`src/rtl/gemm_pe_feeder.sv`:
```
// Operand sequencer for one output-stationary MAC PE: streams A/B SRAM words
// for each C element, then drains the PE accumulator to C memory.
module gemm_pe_feeder #(
  parameter int InDataWidth  = 8,
  parameter int NumInputs    = 4,
  parameter int OutDataWidth = 32,
  parameter int DimWidth     = 8,
  parameter int AddrWidth    = 16
) (
  input  logic                             clk_i,
  input  logic                             rst_ni,
  input  logic                             start_i,
  input  logic [DimWidth-1:0]              m_i,
  input  logic [DimWidth-1:0]              n_i,
  input  logic [DimWidth-1:0]              kt_i,
  output logic                             busy_o,
  output logic                             done_o,
  output logic                             a_rd_en_o,
  output logic [AddrWidth-1:0]             a_addr_o,
  input  logic [NumInputs*InDataWidth-1:0] a_rdata_i,
  output logic                             b_rd_en_o,
  output logic [AddrWidth-1:0]             b_addr_o,
  input  logic [NumInputs*InDataWidth-1:0] b_rdata_i,
  output logic [NumInputs*InDataWidth-1:0] a_o,
  output logic [NumInputs*InDataWidth-1:0] b_o,
  output logic                             a_valid_o,
  output logic                             b_valid_o,
  output logic                             init_save_o,
  input  logic [OutDataWidth-1:0]          c_i,
  output logic                             c_wvalid_o,
  output logic [AddrWidth-1:0]             c_waddr_o,
  output logic [OutDataWidth-1:0]          c_wdata_o,
  input  logic                             c_wready_i
);

  localparam int ProdWidth = 2 * DimWidth + 1;

  typedef enum logic [2:0] {IDLE, FEED, WAIT, WRITE, DONE} state_e;

  state_e state_q, state_d;
  logic [DimWidth-1:0] m_dim_q, n_dim_q, kt_dim_q;
  logic [DimWidth-1:0] m_q, n_q, k_q;
  logic valid_q, init_q;
  logic k_last, n_last, m_last, any_zero;
  logic [ProdWidth-1:0] a_addr_full, b_addr_full, c_addr_full;

  assign k_last   = (k_q == kt_dim_q - DimWidth'(1));
  assign n_last   = (n_q == n_dim_q - DimWidth'(1));
  assign m_last   = (m_q == m_dim_q - DimWidth'(1));
  assign any_zero = (m_i == '0) || (n_i == '0) || (kt_i == '0);

  assign a_addr_full = ProdWidth'(m_q) * ProdWidth'(kt_dim_q) + ProdWidth'(k_q);
  assign b_addr_full = ProdWidth'(n_q) * ProdWidth'(kt_dim_q) + ProdWidth'(k_q);
  assign c_addr_full = ProdWidth'(m_q) * ProdWidth'(n_dim_q) + ProdWidth'(n_q);

  always_comb begin
    state_d = state_q;
    case (state_q)
      IDLE:  if (start_i) state_d = any_zero ? DONE : FEED;
      FEED:  if (k_last) state_d = WAIT;
      WAIT:  state_d = WRITE;
      WRITE: if (c_wready_i) state_d = (n_last && m_last) ? DONE : FEED;
      DONE:  state_d = IDLE;
      default: state_d = IDLE;
    endcase
  end

  // n is the inner loop and m the outer; k rewinds for every output element.
  always_ff @(posedge clk_i or negedge rst_ni) begin
    if (!rst_ni) begin
      state_q  <= IDLE;
      m_dim_q  <= '0;
      n_dim_q  <= '0;
      kt_dim_q <= '0;
      m_q      <= '0;
      n_q      <= '0;
      k_q      <= '0;
      valid_q  <= 1'b0;
      init_q   <= 1'b0;
    end else begin
      state_q <= state_d;
      valid_q <= (state_q == FEED);
      init_q  <= (state_q == FEED) && (k_q == '0);
      case (state_q)
        IDLE: begin
          if (start_i) begin
            m_dim_q  <= m_i;
            n_dim_q  <= n_i;
            kt_dim_q <= kt_i;
            m_q      <= '0;
            n_q      <= '0;
            k_q      <= '0;
          end
        end
        FEED: k_q <= k_last ? '0 : k_q + DimWidth'(1);
        WRITE: begin
          if (c_wready_i) begin
            k_q <= '0;
            if (n_last) begin
              n_q <= '0;
              m_q <= m_q + DimWidth'(1);
            end else begin
              n_q <= n_q + DimWidth'(1);
            end
          end
        end
        default: ;
      endcase
    end
  end

  // Data and addresses are gated so every output idles at zero outside its phase.
  assign busy_o      = (state_q != IDLE) && (state_q != DONE);
  assign done_o      = (state_q == DONE);
  assign a_rd_en_o   = (state_q == FEED);
  assign b_rd_en_o   = (state_q == FEED);
  assign a_addr_o    = a_rd_en_o ? AddrWidth'(a_addr_full) : '0;
  assign b_addr_o    = b_rd_en_o ? AddrWidth'(b_addr_full) : '0;
  assign a_valid_o   = valid_q;
  assign b_valid_o   = valid_q;
  assign init_save_o = init_q;
  assign a_o         = valid_q ? a_rdata_i : '0;
  assign b_o         = valid_q ? b_rdata_i : '0;
  assign c_wvalid_o  = (state_q == WRITE);
  assign c_waddr_o   = c_wvalid_o ? AddrWidth'(c_addr_full) : '0;
  assign c_wdata_o   = c_wvalid_o ? c_i : '0;

endmodule

```
`config.mk`:
```
export PLATFORM = sky130hd
export DESIGN_NAME = gemm_pe_feeder
export DESIGN_NICKNAME = d
export VERILOG_FILES = /design/src/rtl/gemm_pe_feeder.sv
export SDC_FILE = /design/constraint.sdc
export NUM_CORES = 1
export LEC_CHECK = 0
export CAP_MARGIN = 20
export CORE_MARGIN = 3
export CORE_UTILIZATION = 26
export DETAILED_ROUTE_END_ITERATION = 10
export GPL_TIMING_DRIVEN = 0
export PLACE_DENSITY = 0.49
export SYNTH_ARGS = -nofsm -noshare
export SYNTH_HDL_FRONTEND = slang
export SYNTH_SLANG_ARGS = --single-unit
export TNS_END_PERCENT = 30
```
`constraint.sdc`:
```
create_clock -name clk_i -period 10 [get_ports clk_i]
set_input_delay 2 -clock clk_i [delete_from_list [all_inputs] [get_ports clk_i]]
set_output_delay 2 -clock clk_i [all_outputs]
set_load 0.01 [all_outputs]
```
# After elaboration in Yosys (flattened, before gate mapping)

Index checks and enable logic that the tools add are counted.

Memory bits (read-only): 0
Memories: 0
Word-level logic and storage cells: 73
Flip-flop bits (word level): 53
Bits in latches: 0
Output and inout port bits: 152
Input bits: 124
Memory bits (writable): 0

Bitwise gates (word level): 0
Multiplexer cells: 22
Shift-type cells: 0
Div/mod/pow operators: 0
Reduce and logical (&&, ||, !) cells: 18
Add/subtract/negate cells: 9
Multiply operators: 3
Equality and inequality tests: 12
Magnitude comparators: 0

Operators with widths:

| kind                                                               | count |
|---|---|
| 32-bit 2-to-1 mux                                                  | 3 |
| 8-bit 2-to-1 mux                                                   | 7 |
| 16-bit by 8-bit adder with 16-bit output                           | 3 |
| 8-bit by 8-bit multiplier with 16-bit output                       | 3 |
| 16-bit 2-to-1 mux                                                  | 3 |
| 8-bit logical NOT                                                  | 4 |
| 8-bit one-hot mux with 2 select lines                              | 2 |
| 8-bit by 1-bit adder with 8-bit output, second input constant      | 3 |
| 8-bit == test                                                      | 3 |
| 8-bit one-hot mux with 3 select lines                              | 1 |
| 8-bit by 1-bit subtractor with 8-bit output, second input constant | 3 |
| 3-bit 2-to-1 mux                                                   | 5 |
| 3-bit one-hot mux with 4 select lines                              | 1 |
| 3-bit AND reduction                                                | 3 |
| 3-bit by 2-bit == test with 1-bit output, second input constant    | 2 |
| 2-bit by 1-bit != test with 1-bit output, second input constant    | 3 |
| 3-bit nonzero test                                                 | 2 |
| 4-bit AND reduction                                                | 1 |
| 3-bit by 1-bit == test with 1-bit output, second input constant    | 1 |
| 3-bit == test, second input constant                               | 1 |
| 1-bit logical AND                                                  | 3 |
| 3-bit logical NOT                                                  | 1 |
| 3-bit != test, second input constant                               | 1 |
| 1-bit logical OR                                                   | 2 |
| 3 further kinds                                                    | 3 |

# Logic depth before layout (Yosys ltp)

Depth after elaboration: 6
Mapped depth: 19
Gate-level depth less buffers: 17

# Worst setup path after synthesis

Ideal clock, no wire load.

Kind: register to output
Start: reg m_q[6]
End: out c_waddr_o[15]
Stages on the path, launching flop included: 18
Path slack: 3.391 ns
Required time: 8.000 ns
Arrival time: 4.609 ns
Buffers on the path: 2
Path through: dfrtp_1 clkbuf_1 clkbuf_1 nand2_1 fa_1 fa_1 inv_1 fa_1 inv_1 fa_1 inv_1 ha_1 o21a_1 o21a_1 and3_1 a2111oi_0 o21bai_1 mux2i_1

Cells in the longest elaborated chain, start to end: 3

Ends and longest elaborated chain:

| item                                         | RTL line | source |
|---|---|---|
| start, declared                              | 42       | `logic [DimWidth-1:0] m_q, n_q, k_q;` |
| start signal, assigned                       | 101      | `m_q <= m_q + DimWidth'(1);` |
| 8-bit by 8-bit multiplier with 16-bit output | 54       | `assign c_addr_full = ProdWidth'(m_q) * ProdWidth'(n_dim_q) + ProdWidth'(n_q);` |
| 16-bit by 8-bit adder with 16-bit output     | 54       |  |
| 16-bit 2-to-1 mux                            | 125      | `assign c_waddr_o = c_wvalid_o ? AddrWidth'(c_addr_full) : '0;` |
| end, declared                                | 31       | `output logic [AddrWidth-1:0] c_waddr_o,` |

Every way passes these cells.

# Worst setup path after layout

Ends and elaborated chain as after synthesis.

==> impl_metrics.env <==
export IMPL_preCtsSetupSlack_ps=2040
export IMPL_timing_critical_path_mode_cell="sky130_fd_sc_hd__fa_1"
export IMPL_postLayoutCellArea_um2=14700
export IMPL_chipWidth_um=213
export IMPL_regToRegStartpoint="state_q[0]$_DFFE_PN0P_"
export IMPL_antenna_cells=0
export IMPL_synth_avg_cell_area_um2=8.13
export IMPL_antenna_found_initial=0
export IMPL_globalRoute_totalOverflow=0
export IMPL_initial_core_utilization=0.264
export IMPL_die_height_um=213
export IMPL_dp_hpwl_mm=30.2
export IMPL_num_nets_final=2023
export IMPL_io_buffers=275
export IMPL_placementRows=75
export IMPL_power_density_nw_per_um2=243
export IMPL_fill_cells=4469
export IMPL_synth_enable_flop_cells=0
export IMPL_yosys_warnings=0
export IMPL_viasPerCell=4.69
export IMPL_sequentialPowerShare=0.114
export IMPL_peakVddDrop_uv=84.9
export IMPL_run_status="finished, final reports clean"
export IMPL_final_hold_slack_ps=507
export IMPL_power_switching_uw=1880
export IMPL_arrival_ps=6270
export IMPL_drc=0
export IMPL_netlist_top_cell_by_area="sky130_fd_sc_hd__fa_1"
export IMPL_gp_congestion=0.870
export IMPL_cts_sinks=53
export IMPL_synth_cells=1369
export IMPL_synth_fp_nets=1740
export IMPL_via_count_of_the_first_global_routing_pass=10200
export IMPL_share_comb_of_total_power=0.835
export IMPL_cts_buffers_inserted=5
export IMPL_clockPowerShare=0.051
export IMPL_synthesized_area_fraction_occupied_by_and_or_nand_nor_cells=0.274
export IMPL_worst_r2r_path_depth=6
export IMPL_number_of_synthesized_register_bits=53
export IMPL_timing_final_crit_share=0.827
export IMPL_worst_path_max_fanout=10
export IMPL_hold_buffers=0
export IMPL_worst_slack_ps=1730
export IMPL_routed_wl_mm=35.9
export IMPL_setup_tns_ps=0
export IMPL_share_of_the_synthesized_area_in_compound_gates_ao_oa_aoi_oai=0.0879
export IMPL_seq_area_frac_synth=0.119
export IMPL_layout_drive_gt1_share=0.0169
export IMPL_rsz0062_at_grt="false"
export IMPL_dr_total_vias=10300
export IMPL_max_clock_path_buffers=2
export IMPL_multi_input_area_um2=8710
export IMPL_cell_area_after_placement_um2=14600
export IMPL_antenna_left=0
export IMPL_fp_coreArea_um2=42100
export IMPL_path_class="register to output port"
export IMPL_clkLatencyLatePin_ps=300
export IMPL_swShare=0.524
export IMPL_clock_tree_from_tritoncts="done"
export IMPL_internal_power_uw=1700
export IMPL_mux_share_of_post_synthesis_cell_area=0.00821
export IMPL_fin_crit_ps=8270
export IMPL_reg2reg_setup_slack_ps=6980
export IMPL_final_core_util=0.349
export IMPL_cts_root_buffer_cell="sky130_fd_sc_hd__clkbuf_16"
export IMPL_critical_path_s_slowest_cell="sky130_fd_sc_hd__clkbuf_1"
export IMPL_ctsResizeCount=0
export IMPL_count_of_cell_types_in_the_netlist=66
export IMPL_timing_fmax_mhz=121
export IMPL_global_route_total_usage_across_every_layer=0.154
export IMPL_first_pass_grt_wire_length_mm=55.3
export IMPL_cellLeakagePower_uw=0.00704
export IMPL_synth_largest_type_area_fraction=0.238
export IMPL_cts_max_level=2
export IMPL_clkSlewWorstSetupHoldPaths_ps=70
export IMPL_cell_types_with_the_largest_area_share_after_synthesis="sky130_fd_sc_hd__fa_1, sky130_fd_sc_hd__ha_1, sky130_fd_sc_hd__and2_1, sky130_fd_sc_hd__dfrtp_1, sky130_fd_sc_hd__inv_1"
export IMPL_cp_cell_sequence="clkbuf_1 > clkbuf_1 > nand2_1 > fa_1 > fa_1 > inv_1 > fa_1 > inv_1 > fa_1 > inv_1 > ha_1 > o21a_1 > o21a_1 > and3_1 > a2111oi_0 > o21bai_1 > mux2i_1 > clkdlybuf4s50_1"
export IMPL_worst_setup_path_end_kind="output port"
export IMPL_fin_worst_skew_ps=8.23
export IMPL_hold_path_cell_count=2
export IMPL_io_pins=276
export IMPL_synth_top_family_by_area="adder cells"
export IMPL_drt_first_iter_violations=551
export IMPL_report_final_hold_viol_count=0
export IMPL_worstPathRequired_ps=8000
export IMPL_setup_violations_final=0
export IMPL_mappedNetlistArea_um2=11100
export IMPL_hold_path_class="register to register"
export IMPL_r2r_end="a_valid_o$_DFF_PN0_"
export IMPL_postSynth_topFlopCell="sky130_fd_sc_hd__dfrtp_1"
export IMPL_timing_worst_slew_pin_value_ps=815
export IMPL_slew_headroom=0.454
export IMPL_detailedRoute_firstPassIterationCount=5
export IMPL_synth_async_sr_flop_share=1.00
export IMPL_holdPathEnd="m_dim_q[7]$_DFFE_PN0P_"
export IMPL_cts_post_setup_buffers_inserted=0
export IMPL_synthAdderAreaFrac=0.367
export IMPL_startpoint_type="register"
export IMPL_grt_start_max_net_pins=28
export IMPL_die_area_um2=45300
export IMPL_worst_min_path_start="m_dim_q[7]$_DFFE_PN0P_"
export IMPL_regArea_um2=1330
export IMPL_layout_overhead_on_the_synthesized_area_pct=32.2
export IMPL_post_synth_xor_area_fraction=0.0457
export IMPL_timing_max_transition_violations_final=0
export IMPL_cap_viol_max_count=0
export IMPL_route_detailed_wl_per_inst_um=16.4
export IMPL_slowest_delay_ps=600
worst max path at each step:
stage / from / to / slack [ps] / depth (start not counted)
after floorplan: m_q[6]$_DFFE_PN0P_ / c_waddr_o[15] / 3390 / 17
after global placement: m_q[1]$_DFFE_PN0P_ / c_waddr_o[15] / 2040 / 18
after detailed placement: m_q[1]$_DFFE_PN0P_ / c_waddr_o[15] / 2040 / 18
after CTS: m_q[1]$_DFFE_PN0P_ / c_waddr_o[15] / 1690 / 18
after global routing: m_q[3]$_DFFE_PN0P_ / c_waddr_o[15] / 1400 / 19
final: m_q[6]$_DFFE_PN0P_ / c_waddr_o[15] / 1730 / 18
worst max-delay path: cells and delay by family, from the launching register on:
family | cells | cell delay (ps)
compound gates | 4 | 940
simple gates | 2 | 360
fa+ha+maj | 5 | 2320
buf+inv | 6 | 1760
mux | 1 | 180
flops | 1 | 410
layer usage:
layer  part of all wire  wire length (um)  GRT usage  vias to the layer above
met1               0.45             16200      0.212                     5031
met4              0.019               691     0.0307                        0
li1                   -                 -          -                     4897
met5                  0                 0          0                        -
met3              0.056              2010     0.0175                       25
met2               0.47             17000      0.263                      325
state kept, by name, indices dropped and copies added, names as in the netlist:
name         count
n_q              8
kt_dim_q         8
init_save_o      1
k_q              8
state_q          3
n_dim_q          8
a_valid_o        1
m_dim_q          8
m_q              8
cell usage in the layout, fill, tap and decap left out, types with 25 or more instances in the layout:
cell                              count
sky130_fd_sc_hd__ha_1               115
sky130_fd_sc_hd__dfrtp_1             53
sky130_fd_sc_hd__xnor2_1             39
sky130_fd_sc_hd__a21oi_1             25
sky130_fd_sc_hd__nand2_1            172
sky130_fd_sc_hd__nor2_1              54
sky130_fd_sc_hd__and2_1             220
sky130_fd_sc_hd__clkbuf_1            73
sky130_fd_sc_hd__fa_1               132
sky130_fd_sc_hd__o21ai_0             26
sky130_fd_sc_hd__inv_1              207
sky130_fd_sc_hd__clkdlybuf4s50_1    274
cells by family (layout without fill, tap and decap cells):
family | Yosys count | after routing
compound gates | 142 | 142
simple gates | 573 | 573
flops | 53 | 53
fa+ha+maj | 247 | 247
xor+xnor | 58 | 58
buf+inv | 287 | 571
mux | 9 | 9
power by group through the flow:
stage                     clock (uW)  sequential [uW]  combinational (uW)
after detailed placement           0              411                3020
after global placement             0              409                3000
after global routing             194              419                3390
after CTS                        185              407                3040
final                            182              409                2990
after floorplan                    0              372                1890
layout make-up:
cell class                 instances  share of cell area
buffer                            80              0.0210
clock buffer                       6             0.00876
clock inverter                     2            0.000936
inverter                         207              0.0528
multi-input combinational       1029               0.592
sequential                        53              0.0902
tap                              539              0.0459
timing repair buffer             276               0.188
synthesized netlist by cell type, types with 6 or more instances:
master and n:
sky130_fd_sc_hd__o21a_1 13, sky130_fd_sc_hd__nand2b_1 9, sky130_fd_sc_hd__nor3_1 24, sky130_fd_sc_hd__o21ai_0 26, sky130_fd_sc_hd__mux2i_1 8, sky130_fd_sc_hd__nand2_1 172, sky130_fd_sc_hd__nand4_1 9, sky130_fd_sc_hd__o21bai_1 12
sky130_fd_sc_hd__a21oi_1 25, sky130_fd_sc_hd__nor4_1 11, sky130_fd_sc_hd__nand3b_1 6, sky130_fd_sc_hd__a31oi_1 7, sky130_fd_sc_hd__nand3_1 21, sky130_fd_sc_hd__and3_1 9, sky130_fd_sc_hd__xnor2_1 39, sky130_fd_sc_hd__a21o_1 14
sky130_fd_sc_hd__and2_1 220, sky130_fd_sc_hd__a211oi_1 6, sky130_fd_sc_hd__ha_1 115, sky130_fd_sc_hd__nor2_1 54, sky130_fd_sc_hd__fa_1 132, sky130_fd_sc_hd__xor2_1 19, sky130_fd_sc_hd__clkbuf_1 72, sky130_fd_sc_hd__dfrtp_1 53
sky130_fd_sc_hd__inv_1 207, sky130_fd_sc_hd__nor2b_1 6
metrics by stage:
| step | std cells | power (uW) |
|---|---|---|
| after floorplan | 1369 | 2260 |
| after global placement | 2183 | 3410 |
| after detailed placement | 2184 | 3430 |
| after CTS | 2192 | 3630 |
| after global routing | 2192 | 4000 |
| final | 2192 | 3580 |
Power figures use the tool's default switching activity.
==> RTL change, RTL diff (same flow settings) <==
Make the reset (`rst_ni`) synchronous in one clocked block.
--- a/src/rtl/gemm_pe_feeder.sv
+++ b/src/rtl/gemm_pe_feeder.sv
@@ -68,3 +68,3 @@
   // n is the inner loop and m the outer; k rewinds for every output element.
-  always_ff @(posedge clk_i or negedge rst_ni) begin
+  always_ff @(posedge clk_i) begin
     if (!rst_ni) begin
Function: differs if rst_ni is asserted again (counterexample within 4 cycles, from zero or initial values and one cycle with rst_ni low); with rst_ni held inactive, the same outputs for 10 cycles.
==> RTL change against the unedited design <==
- setup slack worse by 240 ps
- critical endpoint is now a_addr_o[13]
- clock skew down 1.9 ps
- highest routed layer is now met5
- area after synthesis down 4.0%
- wire length down 6.2%
- sequential cell count unchanged
- critical path depth unchanged
- count of clock-buffer cells in the layout unchanged
- design area down 3.1%
Power is left out: it rests on default switching activity, and per cell area and clock period it moved more than threefold.
==> RTL change: results (changes against the unedited design) <==
.. list-table::
   :header-rows: 1

   * - Metric
     - Value
   * - Initial DRC Count
     - 356 (was 551)
   * - List of most frequent post-synthesis cells
     - and2_1 (219), inv_1 (206), nand2_1 (158) (was and2_1 (220), inv_1 (207), nand2_1 (172))
   * - Number of library cell types mapped by synthesis
     - 58 (was 66)
   * - NonClk Buf Share
     - 21.7% (was 20.9%)
   * - CP Launch Point
     - m_q[2] (was m_q[6])
   * - Source of the worst hold timing path
     - m_dim_q[7] (unchanged)
   * - Multi-input gate share of total cell area
     - 59.6% (was 59.2%)
   * - Fraction of area in clock buffers and inverters
     - 1.18% (was 0.970%)
   * - Worst slack at placement
     - 1870 ps (was 2040 ps)
   * - Fill count
     - 4,262 (was 4,469)
   * - Core occupancy in the finished layout
     - 35.5% (was 34.9%)
   * - Minimum setup slack among reg-to-reg paths
     - 6790 ps (was 6980 ps)
   * - Non-clock buffers
     - 352 (was 356)
   * - Result of the run
     - completed (unchanged)
   * - Fraction of the mapped netlist area in compound gates
     - 8.64% (was 8.79%)
   * - Setup clock skew after layout
     - 6.28 ps (was 8.23 ps)
   * - Initial antenna violation count
     - 1 (was 0)
   * - Synth Area in Adders
     - 38.2% (was 36.7%)
   * - Vias per inst
     - 4.50 (was 4.69)
   * - PnR worst setup slack
     - 1490 ps (was 1730 ps)
   * - Dpl hpwl
     - 28.6 mm (was 30.2 mm)
   * - Number of standard cells in the layout, taps in and fillers out
     - 2,150 (was 2,192)
   * - First-pass GRT wire length
     - 54.7 mm (was 55.3 mm)
   * - Layout cell share with drive strength beyond 1
     - 2.03% (was 1.69%)
   * - Mapped Cells
     - 1,341 (was 1,369)
   * - Post-Route Hold Slack
     - 492 ps (was 507 ps)
   * - Worst Max-Slew Pin Slew
     - 981 ps (was 815 ps)
RTL change: cell count changes after synthesis, moves of 14 or more:
| cell | before | now |
|---|---|---|
| nor2_1 | 54 | 86 |
| nand3_1 | 21 | 7 |
| dfxtp_1 | 0 | 53 |
| a21boi_0 | 1 | 25 |
| nand2_1 | 172 | 158 |
| dfrtp_1 | 53 | 0 |
RTL change: worst register-to-register path: cells and delay by family, from the launching register on:
| family | cells | cell delay, ps |
|---|---|---|
| compound gates | 4 | 970 |
| buf+inv | 3 | 950 |
| simple gates | 3 | 550 |
| flops | 1 | 340 |
| fa+ha+maj | 1 | 270 |
RTL change: path summary, 6_finish.rpt:
kind,endpoint
min,m_dim_q[7]
min reg2reg,m_dim_q[7]
max,a_addr_o[13]
max reg2reg,k_q[7]
RTL change: per-layer routing:
| layer | track usage [%] | share of wire [%] |
|---|---|---|
| met4 | 3.23 | 1.8 |
| met3 | 2.93 | 5.9 |
| met1 | 19.5 | 43 |
| met5 | 0 | 0.039 |
| met2 | 27.8 | 49 |
